### src/rtl/pll_mon_pkg.sv
// Shared definitions for the PLL lock monitor: FSM encoding, parameter defaults
// and a small saturating-increment helper.
package pll_mon_pkg;

  typedef enum logic [2:0] {
    ST_IDLE      = 3'd0,
    ST_WAIT_LOCK = 3'd1,
    ST_SETTLE    = 3'd2,
    ST_RUN       = 3'd3,
    ST_LOST      = 3'd4
  } pll_state_e;

  localparam int unsigned SETTLE_CYCLES_DEF    = 1024;
  localparam int unsigned LOST_HOLD_CYCLES_DEF = 16;

  function automatic logic [7:0] sat_inc8(input logic [7:0] v);
    return (v == 8'hFF) ? v : v + 8'd1;
  endfunction

endpackage

### src/rtl/sync_2ff.sv
// Two-flop synchroniser for a single asynchronous level, with asynchronous
// active-low reset that clears both stages.
module sync_2ff (
  input  logic clk,
  input  logic rst_n,
  input  logic d,
  output logic q
);

  logic meta_q, meta_d;
  logic sync_q, sync_d;

  always_comb begin
    meta_d = d;
    sync_d = meta_q;
  end

  always_ff @(posedge clk or negedge rst_n) begin
    if (!rst_n) begin
      meta_q <= 1'b0;
      sync_q <= 1'b0;
    end else begin
      meta_q <= meta_d;
      sync_q <= sync_d;
    end
  end

  assign q = sync_q;

endmodule

### src/rtl/pll_lock_monitor.sv
// Watches the PLL lock, holds downstream logic in reset until lock has been
// stable long enough, and counts lock losses while running.
module pll_lock_monitor
  import pll_mon_pkg::*;
#(
  parameter int unsigned SETTLE_CYCLES    = SETTLE_CYCLES_DEF,
  parameter int unsigned LOST_HOLD_CYCLES = LOST_HOLD_CYCLES_DEF
) (
  input  logic       clk,
  input  logic       reset,
  input  logic       pll_lock,
  input  logic       clear_loss,
  output logic       sys_reset_n,
  output logic       locked,
  output logic [7:0] loss_count,
  output logic [2:0] state
);

  localparam logic [15:0] SETTLE_LAST = 16'(SETTLE_CYCLES - 1);
  localparam logic [7:0]  HOLD_LAST   = 8'(LOST_HOLD_CYCLES - 1);

  pll_state_e  state_q, state_d;
  logic [15:0] settle_cnt_q, settle_cnt_d;
  logic [7:0]  hold_cnt_q, hold_cnt_d;
  logic [7:0]  loss_count_q, loss_count_d;
  logic        sys_reset_n_q, sys_reset_n_d;
  logic        locked_sync;
  logic        enter_lost;

  sync_2ff u_lock_sync (
    .clk   (clk),
    .rst_n (reset),
    .d     (pll_lock),
    .q     (locked_sync)
  );

  // State and datapath registers; everything clears asynchronously so the
  // downstream reset drops the instant the block reset does.
  always_ff @(posedge clk or negedge reset) begin
    if (!reset) begin
      state_q       <= ST_IDLE;
      settle_cnt_q  <= '0;
      hold_cnt_q    <= '0;
      loss_count_q  <= '0;
      sys_reset_n_q <= 1'b0;
    end else begin
      state_q       <= state_d;
      settle_cnt_q  <= settle_cnt_d;
      hold_cnt_q    <= hold_cnt_d;
      loss_count_q  <= loss_count_d;
      sys_reset_n_q <= sys_reset_n_d;
    end
  end

  always_comb begin
    state_d = state_q;
    case (state_q)
      ST_IDLE:      state_d = ST_WAIT_LOCK;
      ST_WAIT_LOCK: if (locked_sync) state_d = ST_SETTLE;
      ST_SETTLE: begin
        if (!locked_sync)                   state_d = ST_WAIT_LOCK;
        else if (settle_cnt_q == SETTLE_LAST) state_d = ST_RUN;
      end
      ST_RUN:       if (!locked_sync) state_d = ST_LOST;
      ST_LOST:      if (hold_cnt_q == HOLD_LAST) state_d = ST_WAIT_LOCK;
      default:      state_d = ST_IDLE;
    endcase
  end

  always_comb begin
    settle_cnt_d = settle_cnt_q;
    hold_cnt_d   = hold_cnt_q;
    loss_count_d = loss_count_q;
    enter_lost   = (state_q == ST_RUN) && (state_d == ST_LOST);

    case (state_q)
      ST_WAIT_LOCK: settle_cnt_d = '0;
      ST_SETTLE:    settle_cnt_d = settle_cnt_q + 16'd1;
      ST_LOST:      hold_cnt_d   = hold_cnt_q + 8'd1;
      default:      ;
    endcase

    // A clear landing on the loss edge still records that loss.
    if (enter_lost) begin
      hold_cnt_d   = '0;
      loss_count_d = clear_loss ? 8'd1 : sat_inc8(loss_count_q);
    end else if (clear_loss) begin
      loss_count_d = '0;
    end

    sys_reset_n_d = (state_d == ST_RUN);
  end

  assign sys_reset_n = sys_reset_n_q;
  assign locked      = locked_sync;
  assign loss_count  = loss_count_q;
  assign state       = state_q;

endmodule
### config.mk
export PLATFORM = sky130hd
export DESIGN_NAME = pll_lock_monitor
export DESIGN_NICKNAME = d
export VERILOG_FILES = /design/src/rtl/pll_mon_pkg.sv /design/src/rtl/sync_2ff.sv /design/src/rtl/pll_lock_monitor.sv
export SDC_FILE = /design/constraint.sdc
export NUM_CORES = 1
export LEC_CHECK = 0
export CAP_MARGIN = 5
export CELL_PAD_IN_SITES_DETAIL_PLACEMENT = 0
export CELL_PAD_IN_SITES_GLOBAL_PLACEMENT = 1
export CORE_UTILIZATION = 48
export CTS_CLUSTER_SIZE = 10
export DETAILED_ROUTE_END_ITERATION = 12
export HOLD_SLACK_MARGIN = 0.12
export PLACE_DENSITY = 0.85
export REMOVE_ABC_BUFFERS = 1
export SKIP_LAST_GASP = 1
export SYNTH_ARGS = -nofsm -noshare
export SYNTH_HDL_FRONTEND = slang
export SYNTH_SLANG_ARGS = --single-unit
### constraint.sdc
create_clock -name clk -period 3.2 [get_ports clk]
set_input_delay 0.8 -clock clk [delete_from_list [all_inputs] [get_ports clk]]
set_output_delay 0.8 -clock clk [all_outputs]
set_load 0.02 [all_outputs]
# After elaboration in Yosys (flattened, before gate mapping)
# Index checks and enable logic that the tools add are counted.
[totals]
out_inout_bits = 13
regBits = 38
wordCells = 39
input_bits = 4
[op_classes]
n_eq_ne = 10
reduce_logical = 6
addsub = 3
n_mux = 13
[ops]
columns = ["operator", "count"]
rows = [
  ["8-bit two-way mux", 6],
  ["16-bit one-hot mux with 2 select lines", 1],
  ["16-bit by 1-bit adder with 16-bit output (second input constant)", 1],
  ["8-bit by 1-bit adder with 8-bit output (second input constant)", 2],
  ["16-bit by 10-bit equality test with 1-bit output (second input constant)", 1],
  ["3-bit two-way mux", 5],
  ["3-bit one-hot mux with 5 select lines", 1],
  ["3-bit by 2-bit equality test with 1-bit output (second input constant)", 3],
  ["8-bit by 4-bit equality test with 1-bit output (second input constant)", 1],
  ["8-bit equality test (second input constant)", 1],
  ["3-bit equality test (second input constant)", 2],
  ["2-bit nonzero test", 3],
  ["3-bit by 1-bit equality test with 1-bit output (second input constant)", 1],
  ["3-bit logical NOT", 1],
  ["2-bit != test (second input constant)", 1],
  ["2-bit AND reduction", 1],
  ["1-bit logical AND", 1],
]

# Longest topological paths before layout
# Gate-level depths: netlist of the first run.
[depth]
depth_word = 8
depth_mapped = 6
mapped_depth_nobuf = 5

# Hierarchy
# Synthesis of the first run repeated with hierarchy kept, for this count alone.
[unflattened]
hier_cells = 204
area_unflattened_um2 = 2020.7
[modules_own_cells]
columns = ["mod", "n_inst", "area_per_inst_um2", "cells_per_inst", "seq_area_each_um2"]
rows = [
  ["pll_lock_monitor", 1, 1970.6, 202, 900.9],
  ["sync_2ff", 1, 50.0, 2, 50.0],
]

# Worst setup path after synthesis of the first run
# Ideal clock, no wire load.
[synth_timing]
kind = "reg2reg"
start = "register state_q[0] (netlist: state[0])"
end = "register loss_count_q[5] (netlist: loss_count[5])"
path_buffers = 1
setup_slack_ps = 1582
stages_incl_launch_ff = 6
arrival_time_ps = 1491
required_time_ps = 3073
synth_period_minus_slack_ps = 1618
setup_ps = 127
cell_sequence = "dfrtp_1 > buf_6 > and4bb_4 > and4_1 > nand3_1 > mux2_1"
[synth_via]
elab_chain_len = 7
word_cells_on_any_way = 16
classes_between = "eq/ne: 5; mux: 7; reduce/logical: 4"
[synth_rtl]
columns = ["element", "line", "source"]
rows = [
  ["start: declaration", "pll_lock_monitor.sv:22", "pll_state_e state_q, state_d;"],
  ["start signal: assignment", "pll_lock_monitor.sv:47", "state_q <= state_d;"],
  ["3-bit two-way mux", "pll_lock_monitor.sv:62", "else if (settle_cnt_q == SETTLE_LAST) state_d = ST_RUN;"],
  ["3-bit two-way mux", "pll_lock_monitor.sv:61", "if (!locked_sync) state_d = ST_WAIT_LOCK;"],
  ["3-bit one-hot mux with 5 select lines", "pll_lock_monitor.sv:57", "case (state_q)"],
  ["3-bit equality test", "pll_lock_monitor.sv:74", "enter_lost = (state_q == ST_RUN) && (state_d == ST_LOST);"],
  ["1-bit logical AND (*)", "pll_lock_monitor.sv:74", ""],
  ["2-bit nonzero test (no line)", "-", ""],
  ["2-bit AND reduction (no line)", "-", ""],
  ["end signal: assignment", "pll_lock_monitor.sv:50", "loss_count_q <= loss_count_d;"],
  ["end: declaration", "pll_lock_monitor.sv:25", "logic [7:0] loss_count_q, loss_count_d;"],
]
# Mark *: on every way between the ends. The rest lies on a longest branch, timed or not.
# A chain may end at the register's enable or synchronous reset.

# Worst setup path in the final report of the first run
[layout_timing]
start = "register state_q[2] (netlist: state[2])"
end = "output port state[2]"
[layout_rtl]
columns = ["element", "line", "source"]
rows = [
  ["end: declaration", "pll_lock_monitor.sv:16", "output logic [2:0] state"],
]
# No word-level cell between the ends.

==> results of run 1 <==
[placed cells by master (no fill, tap or decap), drive strengths merged, types with 3 or more instances in the layout]
cell	n
xor2	7
a21oi	12
and2	4
and4	5
nand4	9
dfrtp	38
a31oi	5
nand3	16
clkdlybuf4s50	15
clkbuf	5
ha	3
and3	3
nor4	5
nor2	15
o21ai	18
nand2b	3
mux2i	3
nand2	9
nor2b	3
inv	3
nor3	7
[power by group]
| part | switching (mW) | internal [mW] | leakage [nW] | total (mW) |
|---|---|---|---|---|
| Sequential | 0.0841 | 0.524 | 0.519 | 0.608 |
| Combinational | 0.220 | 0.154 | 0.416 | 0.374 |
| Clock | 0.182 | 0.312 | 0.0683 | 0.494 |
| Total | 0.486 | 0.990 | 1.00 | 1.48 |
[logic make-up (layout without fill, tap and decap cells)]
logic type	count (synthesis)	in the layout	synth area share, %
compound gates	52	52	15.3
mux	4	4	2.00
buf+inv	12	27	3.75
flops	38	38	46.0
xor+xnor	8	8	3.39
fa+ha+maj	3	3	1.82
simple gates	89	89	27.8
[worst paths after layout]
path | startpoint | slack (ns) | end | cells after the start
worst min register to register | u_lock_sync.meta_q$_DFF_PN0_ | 0.38 | u_lock_sync.q$_DFF_PN0_ | 0
worst min-delay path | u_lock_sync.meta_q$_DFF_PN0_ | 0.38 | u_lock_sync.q$_DFF_PN0_ | 0
min in group asynchronous | reset | 0.62 | settle_cnt_q[15]$_DFFE_PN0P_ | 1
worst max-delay path | state[2]$_DFF_PN0_ | 0.86 | state[2] | 1
max in group asynchronous | reset | 2.04 | settle_cnt_q[2]$_DFFE_PN0P_ | 1
worst max register to register | state[1]$_DFF_PN0_ | 1.35 | settle_cnt_q[8]$_DFFE_PN0P_ | 3
[state kept, by name, summed over array words and instances, names as in the netlist]
register and flops:
sys_reset_n 1, u_lock_sync.q 1, settle_cnt_q 16, loss_count 8, state 3, hold_cnt_q 8, u_lock_sync.meta_q 1
[synth_stat cells (all sizes together) (2+ instances only)]
| cell | number | area share [%] |
|---|---|---|
| nand3 | 16 | 4.7 |
| dfrtp | 38 | 46 |
| nor2 | 15 | 2.7 |
| ha | 3 | 1.8 |
| o31ai | 2 | 0.73 |
| nor3b | 2 | 1.5 |
| a31oi | 5 | 1.5 |
| mux2i | 3 | 1.5 |
| a22o | 2 | 0.85 |
| nor3 | 7 | 2.5 |
| xor2 | 7 | 3.0 |
| buf | 7 | 2.8 |
| and2 | 4 | 1.2 |
| nor2b | 3 | 0.91 |
| inv | 3 | 0.54 |
| nand2b | 3 | 0.91 |
| nor4 | 5 | 1.5 |
| a41oi | 2 | 0.85 |
| o21a | 2 | 0.73 |
| and4 | 5 | 2.1 |
| and3 | 3 | 0.91 |
| clkbuf | 2 | 0.36 |
| nand4 | 9 | 3.0 |
| a21oi | 12 | 2.9 |
| o21ai | 18 | 4.4 |
| a21o | 2 | 0.73 |
| nand2 | 9 | 1.6 |
[cell type report]
class	count	area share, %
multi-input combinational	156	44.1
sequential	38	40.3
timing repair buffer	16	6.58
clock buffer	5	2.92
clock inverter	3	2.92
tap	50	2.65
inverter	3	0.478
[layer usage]
| metal | share of wire, % | global-route usage (%) |
|---|---|---|
| met2 | 45 | 32.1 |
| met1 | 48 | 29.6 |
| met5 | 0 | 0 |
| met4 | 1.3 | 9.04 |
| met3 | 5.1 | 6.25 |
[per-stage QoR]
step | utilization, % | cell area, sq um | hold slack (ns)
5_1_grt | 58.1 | 2360 | 0.395
6_report | 58.1 | 2360 | 0.382
4_1_cts | 58.1 | 2360 | 0.382
3_3_place_gp | 54.7 | 2220 | 0.349
2_1_floorplan | - | 2000 | 0.331
3_5_place_dp | 54.7 | 2220 | 0.362
==> run_results.csv, run 1 <==
group,metric,value,unit
synthesis,synth_area,2070,sq um
routing,viasPerCell,6.03,
routing,ant_nets,0,
layout,fin_cells,271,
clock_network,cts_buffers,5,
layout,syn_to_final_growth,14.0,%
clock_network,post_cts_buffers,0,
floorplanning,ioPinCount,17,
clock_network,cts_hold_buf,0,
synthesis,synth-seq-cells,38,
worst_setup_path,crit_path_top_delay_cell,"clkdlybuf4s50_1",
global_routing,antenna_found_initial,0,
place,globalplace.congestion,0.767,
clock_network,path_clk_slew,0.08,ns
power_and_ir_drop,power.leakage,1.00,nW
clock_network,cts_resized,0,
floorplanning,die_h,67.6,um
clock_network,clock-sinks,38,
routing,firstDrtPassIters,4,
synthesis,yosysSeqAreaShare,46.0,%
place,preCtsSetupSlack,1.18,ns
timing,max_clock_freq,428,MHz
run,drv_cap,0,
worst_setup_path,path_cells,"clkdlybuf4s50_1",
synthesis,synthFlopType,"dfrtp_1",
timing,final_max_slew_viol_count,0,
clock_network,cts_max_level,2,
global_routing,grt_max_degree,39,
clock_network,clock_latency,0.29,ns
layout,layout.nets,227,
timing,slew_headroom,38.3,%
timing,hold_viol,0,
timing,grt_setup_unrepaired,"false",
floorplanning,coreArea,4060,sq um
floorplanning,fp.dieArea,4580,sq um
worst_setup_path,criticalPathCategory,"flip-flop to primary output",
place,hpwl,2690,um
routing,drc,0,
place,io_buffer_count,16,
global_routing,overflow,0,
global_routing,grt_pass1_wl,7380,um
routing,drt_iter0_drc,142,
layout,multi_input_area,1040,sq um
run_status,status,"complete, no violations",
timing,fin_setup_tns,0,ns
routing,wirelength,4130,um
worst_setup_path,crit_family,"buffers and inverters",
floorplanning,initial_utilization,51.0,%
power_and_ir_drop,irDropWorstVdd,0.261,mV
worst_hold_path,min_path_type,"flip-flop to flip-flop",
timing,setup_ws,0.863,ns
routing,vias,1635,
clock_network,cts_root_buf,"clkbuf_8",
synthesis,syn_inst,206,
worst_setup_path,critPathMaxFanout,12,
layout,seqCellArea,951,sq um
clock_network,cts_tree,"done",
power_and_ir_drop,total_power,1.48,mW
timing,tightest_slew,0.921,ns
layout,layout-drive-gt1-share,9.05,%
floorplanning,dieWidth,67.6,um
power_and_ir_drop,power.density,626,nW/um^2
worst_setup_path,critPathMaxStageDelay,0.67,ns
floorplanning,std_cell_rows,23,
timing,min_period_over_period,73.0,%
synthesis,yosysWarnings,0,
global_routing,grt_util_all_layers,21.8,%
timing,setup_viol,0,
worst_setup_path,worstSetupStartpointType,"flip-flop",
timing,finalCriticalPeriod,2.34,ns
worst_setup_path,worst-path-buf-inv,1,
synthesis,synth_edf_count,0,
worst_setup_path,critPathCaptureType,"primary output",
worst_setup_path,cp_data_arrival_time,1.54,ns
synthesis,avgSynthCellArea,10.0,sq um
layout,diodes,0,
layout,fillers,345,
routing,wire_per_inst,15.2,um
clock_network,clk_path_buf_depth,2,
synthesis,synthArstFlopShare,100,%
worst_setup_path,cp.required,2.40,ns
global_routing,grt_pass1_vias,1583,
synthesis,yosysUniqueCellTypes,53,
timing,finalClockSkew,0.00502,ns
place,dp_cells,263,
Power figures use the tool's default switching activity.
==> inputs of run 2 (changes only) <==
--- a/config.mk
+++ b/config.mk
@@ -8,11 +8,11 @@
 export CAP_MARGIN = 5
 export CELL_PAD_IN_SITES_DETAIL_PLACEMENT = 0
 export CELL_PAD_IN_SITES_GLOBAL_PLACEMENT = 1
-export CORE_UTILIZATION = 48
+export CORE_UTILIZATION = 45
 export CTS_CLUSTER_SIZE = 10
 export DETAILED_ROUTE_END_ITERATION = 12
 export HOLD_SLACK_MARGIN = 0.12
-export PLACE_DENSITY = 0.85
+export PLACE_DENSITY = 0.81
 export REMOVE_ABC_BUFFERS = 1
 export SKIP_LAST_GASP = 1
 export SYNTH_ARGS = -nofsm -noshare
==> constraint.sdc (replaced) <==
create_clock -name clk -period 2.4 [get_ports clk]
set_input_delay 0.6 -clock clk [delete_from_list [all_inputs] [get_ports clk]]
set_output_delay 0.6 -clock clk [all_outputs]
set_load 0.02 [all_outputs]
==> run 2 against run 1 <==
- clock power rose by 33%
- critical path depth is the same
- combinational power increased by 39%
- final cell count increased by 1.1%
- power increased by 35%
- clock skew up 0.0040 ns
==> run_results.csv, run 2 (same netlist as run 1, synthesis figures left out) <==
group,metric,value,unit
global_routing,overflow,0,
timing,finalCriticalPeriod,2.14,ns
run,drv_cap,0,
worst_setup_path,path_cells,"clkdlybuf4s50_1",
worst_setup_path,critPathMaxStageDelay,0.68,ns
routing,wire_per_inst,15.7,um
layout,largest_reg_flops,16,
routing,wirelength,4300,um
floorplanning,std_cell_rows,24,
timing,min_period_over_period,89.4,%
timing,grt_setup_unrepaired,"false",
place,io_buffer_count,16,
routing,drc,0,
floorplanning,die_h,69.8,um
worst_setup_path,crit_family,"buffers and inverters",
floorplanning,fp.dieArea,4870,sq um
timing,max_clock_freq,466,MHz
timing,hold_viol,0,
worst_setup_path,crit_path_top_delay_cell,"clkdlybuf4s50_1",
place,dp_cells,266,
worst_setup_path,critPathCaptureType,"primary output",
global_routing,grt_pass1_vias,1584,
global_routing,grt_max_degree,39,
clock_network,post_cts_buffers,0,
timing,finalClockSkew,0.00905,ns
layout,diodes,0,
timing,final_max_slew_viol_count,0,
place,dpl_cell_area,2230,sq um
layout,final_cell_mix,"dfrtp_1 (38), nor2_1 (15), clkdlybuf4s50_1 (15)",
routing,drt_iter0_drc,125,
timing,slew_headroom,44.6,%
worst_hold_path,min_path_type,"input pin to asynchronous set/reset pin",
timing,tightest_slew,0.831,ns
clock_network,path_clk_slew,0.08,ns
place,preCtsSetupSlack,0.578,ns
power_and_ir_drop,power.leakage,1.01,nW
global_routing,grt_pass1_wl,7080,um
power_and_ir_drop,irDropWorstVdd,0.469,mV
worst_setup_path,cp_data_arrival_time,1.54,ns
worst_setup_path,worst-path-buf-inv,1,
layout,fin_area,2370,sq um
worst_setup_path,cp.required,1.80,ns
worst_setup_path,criticalPathCategory,"flip-flop to primary output",
clock_network,cts_root_buf,"clkbuf_8",
routing,viasPerCell,6.04,
clock_network,cts_resized,0,
clock_network,cts_hold_buf,0,
clock_network,clock_latency,0.29,ns
place,globalplace.congestion,0.804,
clock_network,clk_path_buf_depth,2,
run_status,status,"complete, no violations",
timing,setup_viol,0,
timing,setup_ws,0.255,ns
clock_network,clock-sinks,38,
power_and_ir_drop,power.density,839,nW/um^2
layout,syn_to_final_growth,14.5,%
routing,vias,1654,
clock_network,cts_buffers,5,
global_routing,antenna_found_initial,0,
worst_setup_path,critPathMaxFanout,11,
floorplanning,coreArea,4380,sq um
floorplanning,ioPinCount,17,
global_routing,grt_util_all_layers,18.5,%
clock_network,cts_max_level,2,
layout,fin_cells,274,
layout,final_core_util,54.0,%
power_and_ir_drop,total_power,1.99,mW
layout,layout-drive-gt1-share,9.46,%
layout,layout.nets,228,
clock_network,cts_tree,"done",
timing,fin_setup_tns,0,ns
worst_setup_path,worstSetupStartpointType,"flip-flop",
floorplanning,dieWidth,69.8,um
routing,firstDrtPassIters,5,
routing,ant_nets,0,
timing,holdWs,0.397,ns
place,hpwl,2920,um
layout,top_register,"settle_cnt_q",
floorplanning,initial_utilization,47.2,%
layout,final_common_cell,"dfrtp_1",
-- run 2: layout make-up --
| cell class | instances | area [sq um] |
|---|---|---|
| fillers | 395 | 2020 |
| flip-flops and latches | 38 | 951 |
| well taps | 52 | 65.1 |
| clock buffers | 5 | 68.8 |
| repair buffers | 17 | 163 |
| clock inverters | 3 | 68.8 |
| inverters | 3 | 11.3 |
| multi-input cells | 156 | 1040 |
-- run 2: worst paths after layout --
path                                              start                      endpoint  slack, ns  cells past startpoint
hold / removal                                    reset  settle_cnt_q[14]$_DFFE_PN0P_       0.40                      1
setup / recovery                     state[0]$_DFF_PN0_                      state[0]       0.26                      1
setup reg to reg                     state[0]$_DFF_PN0_     loss_count[5]$_DFFE_PN0P_       0.57                      4
max in group asynchronous                         reset   settle_cnt_q[5]$_DFFE_PN0P_       1.47                      1
min in group clk           u_lock_sync.meta_q$_DFF_PN0_       u_lock_sync.q$_DFF_PN0_       0.40                      0
hold reg to reg            u_lock_sync.meta_q$_DFF_PN0_       u_lock_sync.q$_DFF_PN0_       0.40                      0
-- run 2: power breakdown --
group	internal, mW	total (mW)	switching (mW)
Clock	0.417	0.655	0.239
Combinational	0.211	0.519	0.308
Sequential	0.699	0.811	0.112
-- run 2: metal layers --
metal	global-route usage [%]	part of all wire, %	vias to the layer above
met5	0	0	-
met4	8.89	1.6	0
met3	3.63	3.3	8
met2	31.4	48	38
met1	22.5	47	807
li1	-	-	801
